### config.mk
export PLATFORM = sky130hd
export DESIGN_NAME = spike_rate_decoder
export DESIGN_NICKNAME = d
export VERILOG_FILES = /design/src/rtl/spike_dec_pkg.sv /design/src/rtl/spike_window_timer.sv /design/src/rtl/spike_rate_decoder.sv
export SDC_FILE = /design/constraint.sdc
export NUM_CORES = 1
export LEC_CHECK = 0
export CORE_MARGIN = 2
export CORE_UTILIZATION = 35
export CTS_BUF_LIST = sky130_fd_sc_hd__clkbuf_8
export CTS_CLUSTER_DIAMETER = 60
export DETAILED_ROUTE_END_ITERATION = 16
export GPL_TIMING_DRIVEN = 0
export PLACE_DENSITY_LB_ADDON = 0.1
export SKIP_CTS_REPAIR_TIMING = 1
export SYNTH_ARGS = -nofsm -noshare
export SYNTH_HDL_FRONTEND = slang
export SYNTH_SLANG_ARGS = --single-unit
### constraint.sdc
create_clock -name clk -period 2.35 [get_ports clk]
set_input_delay 0.3525 -clock clk [delete_from_list [all_inputs] [get_ports clk]]
set_output_delay 0.3525 -clock clk [all_outputs]
set_load 0.05 [all_outputs]
### src/rtl/spike_dec_pkg.sv
// ---------------------------------------------------------------------------
// spike_dec_pkg
//
// Shared definitions for the spike-rate decoder:
//   - dec_state_e      : decoder FSM state (IDLE / RUN)
//   - DEFAULT_CNT_W    : default spike-counter / rate width
//   - DEFAULT_WIN_W    : default window-length / timer width
//   - sat_inc()        : saturating increment used by every counter in the
//                        decoder. It works on a 32-bit carrier so callers of
//                        any width (up to 32) can share it; the caller passes
//                        its own ceiling and truncates the result back.
// ---------------------------------------------------------------------------
package spike_dec_pkg;

    typedef enum logic {
        IDLE = 1'b0,
        RUN  = 1'b1
    } dec_state_e;

    localparam int DEFAULT_CNT_W = 8;
    localparam int DEFAULT_WIN_W = 8;

    // Adds inc to v, holding at maxv instead of wrapping.
    function automatic logic [31:0] sat_inc(
        input logic [31:0] v,
        input logic        inc,
        input logic [31:0] maxv
    );
        logic [31:0] r;
        r = v;
        if (inc && (v != maxv)) begin
            r = v + 32'd1;
        end
        return r;
    endfunction

endpackage : spike_dec_pkg

### src/rtl/spike_window_timer.sv
// ---------------------------------------------------------------------------
// spike_window_timer
//
// Holds the latched window length and the cycle timer of the current window,
// and flags the last cycle of each window with a one-cycle win_end_o pulse.
//
// A latched length of 0 stands for 2^WIN_W cycles. This falls out of the
// modular arithmetic: the last-cycle compare is timer == win - 1, and 0 - 1
// wraps to 2^WIN_W - 1.
//
// Ports:
//   clk          in   system clock
//   rst_n        in   asynchronous active-low reset
//   load_i       in   decoder is about to enter RUN: latch window_len_i and
//                     zero the timer
//   run_i        in   decoder is in RUN with ena high: advance the timer
//   window_len_i in   window length, sampled at each window start
//   win_end_o    out  high during the last cycle of the current window
// ---------------------------------------------------------------------------
module spike_window_timer
    import spike_dec_pkg::*;
#(
    parameter int WIN_W = DEFAULT_WIN_W
) (
    input  logic             clk,
    input  logic             rst_n,
    input  logic             load_i,
    input  logic             run_i,
    input  logic [WIN_W-1:0] window_len_i,
    output logic             win_end_o
);

    logic [WIN_W-1:0] win_q;
    logic [WIN_W-1:0] win_d;
    logic [WIN_W-1:0] timer_q;
    logic [WIN_W-1:0] timer_d;
    logic             last_cycle;

    assign last_cycle = (timer_q == (win_q - WIN_W'(1)));

    always_comb begin
        win_d     = win_q;
        timer_d   = timer_q;
        win_end_o = 1'b0;
        if (load_i) begin
            win_d   = window_len_i;
            timer_d = '0;
        end else if (run_i) begin
            if (last_cycle) begin
                // Back-to-back windows: the next one starts on the following
                // cycle with a freshly sampled length.
                win_end_o = 1'b1;
                timer_d   = '0;
                win_d     = window_len_i;
            end else begin
                timer_d = timer_q + WIN_W'(1);
            end
        end else begin
            timer_d = '0;
        end
    end

    always_ff @(posedge clk or negedge rst_n) begin
        if (!rst_n) begin
            win_q   <= '0;
            timer_q <= '0;
        end else begin
            win_q   <= win_d;
            timer_q <= timer_d;
        end
    end

endmodule : spike_window_timer

### src/rtl/spike_rate_decoder.sv
// ---------------------------------------------------------------------------
// spike_rate_decoder
//
// Turns a single-bit spike train (typically from an LIF neuron) back into a
// rate value. Rising edges of spike are counted over a programmable window
// of clock cycles. At the end of each window the count is presented on a
// valid/ready output, and the next window starts on the following cycle.
//
// Ports:
//   clk         in   system clock, rising edge
//   rst_n       in   asynchronous active-low reset
//   ena         in   1: decode; 0: idle and discard any partial window
//   spike       in   spike level, sampled every cycle
//   window_len  in   window length in cycles (0 = 2^WIN_W), taken at the
//                    start of each window
//   rate_out    out  spike count of the last completed window
//   rate_valid  out  rate_out holds a result not yet accepted
//   rate_ready  in   consumer takes rate_out when rate_valid && rate_ready
//   saturated   out  last completed window's count clipped at 2^CNT_W-1
//   isi_out     out  (SPIKE_RATE_DECODER_ISI_EN only) cycles between the two
//                    most recent spike events, saturating
//   overrun     out  sticky: an unaccepted result was overwritten
//
// Optional build macro: SPIKE_RATE_DECODER_ISI_EN adds the inter-spike
// interval counter and the isi_out port.
// ---------------------------------------------------------------------------
module spike_rate_decoder
    import spike_dec_pkg::*;
#(
    parameter int CNT_W = DEFAULT_CNT_W,
    parameter int WIN_W = DEFAULT_WIN_W
) (
    input  logic             clk,
    input  logic             rst_n,
    input  logic             ena,
    input  logic             spike,
    input  logic [WIN_W-1:0] window_len,
    output logic [CNT_W-1:0] rate_out,
    output logic             rate_valid,
    input  logic             rate_ready,
    output logic             saturated,
`ifdef SPIKE_RATE_DECODER_ISI_EN
    output logic [CNT_W-1:0] isi_out,
`endif
    output logic             overrun
);

    localparam logic [CNT_W-1:0] CNT_MAX = '1;

    dec_state_e       state_q;
    dec_state_e       state_d;

    logic             spike_d_q;
    logic             spike_evt;

    logic [CNT_W-1:0] counter_q;
    logic [CNT_W-1:0] counter_d;
    logic             wsat_q;
    logic             wsat_d;

    logic [CNT_W-1:0] rate_out_q;
    logic [CNT_W-1:0] rate_out_d;
    logic             rate_valid_q;
    logic             rate_valid_d;
    logic             saturated_q;
    logic             saturated_d;
    logic             overrun_q;
    logic             overrun_d;

    logic             load_win;
    logic             run_active;
    logic             win_end;
    logic [CNT_W-1:0] cnt_inc;
    logic             sat_next;

    // A level held high counts once: only the low-to-high transition is an
    // event. spike_d_q tracks spike in every state, so an input that is
    // already high when RUN starts is not counted until it falls and rises.
    assign spike_evt = spike && !spike_d_q;

    assign load_win   = (state_q == IDLE) && ena;
    assign run_active = (state_q == RUN)  && ena;

    spike_window_timer #(
        .WIN_W (WIN_W)
    ) u_timer (
        .clk          (clk),
        .rst_n        (rst_n),
        .load_i       (load_win),
        .run_i        (run_active),
        .window_len_i (window_len),
        .win_end_o    (win_end)
    );

    // -----------------------------------------------------------------------
    // FSM
    // -----------------------------------------------------------------------
    always_ff @(posedge clk or negedge rst_n) begin
        if (!rst_n) begin
            state_q <= IDLE;
        end else begin
            state_q <= state_d;
        end
    end

    always_comb begin
        state_d = state_q;
        case (state_q)
            IDLE:    if (ena)  state_d = RUN;
            RUN:     if (!ena) state_d = IDLE;
            default: state_d = IDLE;
        endcase
    end

    // -----------------------------------------------------------------------
    // Counter and result register
    // -----------------------------------------------------------------------
    // The count reported at window end includes an event in that last cycle,
    // so the result is taken from the incremented value, not from counter_q.
    assign cnt_inc  = CNT_W'(sat_inc(32'(counter_q), spike_evt, 32'(CNT_MAX)));
    assign sat_next = wsat_q || (spike_evt && (counter_q == CNT_MAX));

    always_comb begin
        counter_d    = '0;
        wsat_d       = 1'b0;
        rate_out_d   = rate_out_q;
        rate_valid_d = rate_valid_q;
        saturated_d  = saturated_q;
        overrun_d    = overrun_q;

        if (rate_valid_q && rate_ready) begin
            rate_valid_d = 1'b0;
        end

        if (run_active) begin
            if (win_end) begin
                rate_out_d   = cnt_inc;
                saturated_d  = sat_next;
                rate_valid_d = 1'b1;
                // An accept in the same cycle frees the slot, so only a
                // result that is still unaccepted is lost.
                if (rate_valid_q && !rate_ready) begin
                    overrun_d = 1'b1;
                end
            end else begin
                counter_d = cnt_inc;
                wsat_d    = sat_next;
            end
        end
    end

    always_ff @(posedge clk or negedge rst_n) begin
        if (!rst_n) begin
            spike_d_q    <= 1'b0;
            counter_q    <= '0;
            wsat_q       <= 1'b0;
            rate_out_q   <= '0;
            rate_valid_q <= 1'b0;
            saturated_q  <= 1'b0;
            overrun_q    <= 1'b0;
        end else begin
            spike_d_q    <= spike;
            counter_q    <= counter_d;
            wsat_q       <= wsat_d;
            rate_out_q   <= rate_out_d;
            rate_valid_q <= rate_valid_d;
            saturated_q  <= saturated_d;
            overrun_q    <= overrun_d;
        end
    end

    assign rate_out   = rate_out_q;
    assign rate_valid = rate_valid_q;
    assign saturated  = saturated_q;
    assign overrun    = overrun_q;

`ifdef SPIKE_RATE_DECODER_ISI_EN
    // -----------------------------------------------------------------------
    // Inter-spike interval, free-running regardless of ena and windows
    // -----------------------------------------------------------------------
    // isi_cnt_q holds the number of cycles since the last event as seen in
    // the current cycle, so at the next event it is the interval itself.
    logic [CNT_W-1:0] isi_cnt_q;
    logic [CNT_W-1:0] isi_cnt_d;
    logic [CNT_W-1:0] isi_q;
    logic [CNT_W-1:0] isi_d;
    logic             isi_seen_q;
    logic             isi_seen_d;

    always_comb begin
        isi_cnt_d  = CNT_W'(sat_inc(32'(isi_cnt_q), 1'b1, 32'(CNT_MAX)));
        isi_d      = isi_q;
        isi_seen_d = isi_seen_q;
        if (spike_evt) begin
            if (isi_seen_q) begin
                isi_d = isi_cnt_q;
            end
            isi_seen_d = 1'b1;
            isi_cnt_d  = CNT_W'(1);
        end
    end

    always_ff @(posedge clk or negedge rst_n) begin
        if (!rst_n) begin
            isi_cnt_q  <= '0;
            isi_q      <= '0;
            isi_seen_q <= 1'b0;
        end else begin
            isi_cnt_q  <= isi_cnt_d;
            isi_q      <= isi_d;
            isi_seen_q <= isi_seen_d;
        end
    end

    assign isi_out = isi_q;
`endif

endmodule : spike_rate_decoder
==> metrics.log <==
[metrics] result of the run: complete, but fails checks
[metrics] starting density of the core: 0.364
[metrics] leading cell type in the layout, fill and taps excluded: dfrtp_1
[metrics] fraction of layout cells with a size suffix above 1: 0.247
[metrics] R2R depth: 8
[metrics] static leakage: 1.06 nW
[metrics] CTS root buf: clkbuf_8
[metrics] worst-case vdd ir drop: 0.357 mV
[metrics] slack of the critical path: -0.268 ns
[metrics] area of the mapped netlist: 1870 um^2
[metrics] Mean Syn Cell Area: 11.6 um^2
[metrics] number of buffers inserted during clock tree synthesis: 5
[metrics] Total Die Area: 5950 um^2
[metrics] top-level I/O count: 24
[metrics] Clock Sinks: 38
[metrics] overflow left after global routing: 0
[metrics] maximum clock skew at final layout: 0.00918 ns
[metrics] Pwr Total: 1.40 mW
[metrics] worst endpoint required time: 2.53 ns
[metrics] global-route wire length before repair: 6.32 mm
[metrics] Post-synth EDFFs: 0
[metrics] number of global-route vias before repair: 1342
[metrics] total routed wirelength: 3.63 mm
[metrics] vertical extent of the die: 77.2 um
[metrics] count of cell types in the netlist: 35
[metrics] count of placed standard cells in the final layout, fillers left out: 268
[metrics] average vias per placed instance: 4.87
[metrics] Area contributors post-synth: dfrtp_1, mux2_2, xor2_1
[metrics] maximum number of pins on one net before global-route repair: 39
[metrics] Tightest Pin Transition: 0.828 ns
[metrics] combined area of the multi-input logic cells: 952 um^2
[metrics] worst slack, placed: -0.412 ns
[metrics] Tmin final: 2.62 ns
[metrics] layout overhead on the synthesized area: 29.5%
[metrics] die extent in x: 77.2 um
[metrics] number of levels in the clock H-tree: 2
[metrics] maximum operating frequency: 382 MHz
[metrics] Sequential cell area: 953 um^2
[metrics] per-cell routed wire length: 13.5 um
[metrics] dpl hpwl: 2.53 mm
[metrics] r2r setup slk: -0.27 ns
[metrics] number of DRC violations after detailed-routing iteration 0: 25
[metrics] Slew HR: 0.448
[metrics] leading register cell type out of synthesis: dfrtp_1
[metrics] global-route usage over all layers: 0.134
[metrics] type of the most critical hold path: in2async
[metrics] Filler Cell Count: 508
[metrics] Final setup viols: 28
[metrics] endpoint of the worst-slack reg-to-reg timing path: u_timer.win_q[2]$_DFFE_PN0P_
[metrics] flops & latches, synth: 38
[metrics] routability congestion estimate: 0.767
[metrics] power density relative to cell area: 578 nW/um^2
[metrics] net count of the mapped netlist: 178
[metrics] CTS tree: built
[metrics] number of placed instances with taps included: 255
[metrics] critical path type: reg2reg
[metrics] Synth async-reset ratio: 1.00
[metrics] endpoint arrival time on the critical path: 2.80 ns
[metrics] nature of the critical path endpoint: flip-flop
[metrics] most used cells in the layout excluding fill and tap cells: dfrtp_1, clkdlybuf4s50_1, and2_1, mux2_2
[metrics] Worst R2R Start: u_timer.win_q[1]$_DFFE_PN0P_
[metrics] Cell Rows: 26
[metrics] antenna cells: 0
[metrics] length of the first detailed-routing pass in iterations: 3
[metrics] crit start category: flip-flop
[metrics] Remaining DRCs: 0
[metrics] final number of max-transition violations: 0
[metrics] Final Hold Violating Endpoints: 0
[metrics] final layout net count: 213
[metrics] area share of the leading cell type in the synthesized netlist: 0.508
[metrics] Clock Pin Slew Worst Setup and Hold Paths: 0.08 ns
[metrics] failing checks: setup timing
[metrics] Post-Synthesis Cells: 162
[metrics] Worst Path Max Fanout: 10
[metrics] Warnings, synthesis: 0
[metrics] number of routed nets with antenna violations: 0
[metrics] CTS max path bufs: 2
[metrics] total of max-cap violations: 0
[metrics] part of the cycle the worst path needs: 1.11
[metrics] placeable core area: 5140 um^2
[metrics] post-synthesis sequential area ratio: 0.508
[metrics] number of antenna violations at the first check in global routing: 0
[metrics] Vias: 1304
[metrics] Buffers on Ports: 23
[metrics] cell type with the largest total area after synthesis: dfrtp_1
[metrics] clk_lat worst skew: 0.29 ns
[metrics] unrepaired setup endpoints after global routing: true
[flip-flops by register name, summed over array words and instances, names as in the netlist]
signal,cells
counter_q,8
overrun,1
rate_out,8
rate_valid,1
saturated,1
spike_d_q,1
state_q,1
u_timer.timer_q,8
u_timer.win_q,8
wsat_q,1
[cells by family after synthesis]
logic type	count (synthesis)	share of synthesized area
and+or+nand+nor	60	0.178
buffers and inverters	9	0.0220
muxes	22	0.130
xor gates and xnor gates	16	0.0748
AOI/OAI and AO/OA	14	0.0675
DFF	38	0.508
adders and majority gates	3	0.0200
[routing by layer]
layer	wire length, um	vias up	track usage	part of all wire
met5	0	-	0	0
met4	68	0	0.0589	0.019
met3	109	6	0.0388	0.030
met2	1740	15	0.220	0.48
met1	1710	644	0.164	0.47
li1	-	639	-	-
[Yosys cell counts (2+ instances only)]
| library cell | n |
|---|---|
| dfrtp_1 | 38 |
| mux2_2 | 18 |
| and2_1 | 10 |
| nor3_1 | 10 |
| xor2_1 | 9 |
| nand2_1 | 8 |
| nand3_1 | 8 |
| nor2_1 | 7 |
| xnor2_1 | 7 |
| inv_1 | 6 |
| and3_1 | 4 |
| mux2i_1 | 4 |
| a21o_1 | 3 |
| ha_1 | 3 |
| nand2b_1 | 3 |
| nor2b_1 | 3 |
| a31oi_1 | 2 |
| buf_4 | 2 |
[through the flow]
| stage | TNS, ns | hold WS (ns) | utilization | instance area [um^2] |
|---|---|---|---|---|
| final | -4.28 | 0.158 | 0.472 | 2420 |
| after global placement | -6.56 | 0.450 | 0.429 | 2200 |
| after floorplan | -1.17 | 0.0569 | - | 1890 |
| after detailed placement | -8.51 | 0.455 | 0.428 | 2200 |
| after global routing | -6.82 | 0.223 | 0.472 | 2420 |
| after CTS | -9.18 | 0.196 | 0.446 | 2290 |
[how the worst max path moves through the flow]
stage,startpoint,endpoint,slack (ns),cells after the start
global placement,u_timer.win_q[0]$_DFFE_PN0P_,rate_out[5]$_DFFE_PN0P_,-0.36,9
floorplan,u_timer.win_q[0]$_DFFE_PN0P_,rate_out[2]$_DFFE_PN0P_,-0.1,7
global route,u_timer.win_q[1]$_DFFE_PN0P_,u_timer.win_q[3]$_DFFE_PN0P_,-0.33,8
finish,u_timer.win_q[1]$_DFFE_PN0P_,u_timer.win_q[2]$_DFFE_PN0P_,-0.27,8
CTS,u_timer.win_q[0]$_DFFE_PN0P_,saturated$_DFFE_PN0P_,-0.43,9
detailed placement,u_timer.win_q[0]$_DFFE_PN0P_,saturated$_DFFE_PN0P_,-0.41,9
[power breakdown]
part | internal [mW] | switching (mW) | total, mW
Sequential | 0.686 | 0.0371 | 0.723
Clock | 0.236 | 0.231 | 0.467
Combinational | 0.107 | 0.103 | 0.210
Total | 1.03 | 0.371 | 1.40
[worst max-delay path: stages (launching register included)]
cell and delay, ns:
dfrtp_1 0.41, or4_4 0.56, o221a_2 0.29, a211oi_2 0.28, a2111oi_4 0.12, buf_4 0.20
o21ai_4 0.17, buf_12 0.14, mux2_2 0.33
[layout make-up]
class | count | area share
plain buffers | 3 | 0.0129
inverters | 6 | 0.00929
clock buffers | 6 | 0.0341
multi-input cells | 115 | 0.393
well taps | 70 | 0.0361
repair buffers | 28 | 0.117
clock inverters | 2 | 0.00516
flip-flops and latches | 38 | 0.393
Note: power is estimated with default switching activity, not from simulation.
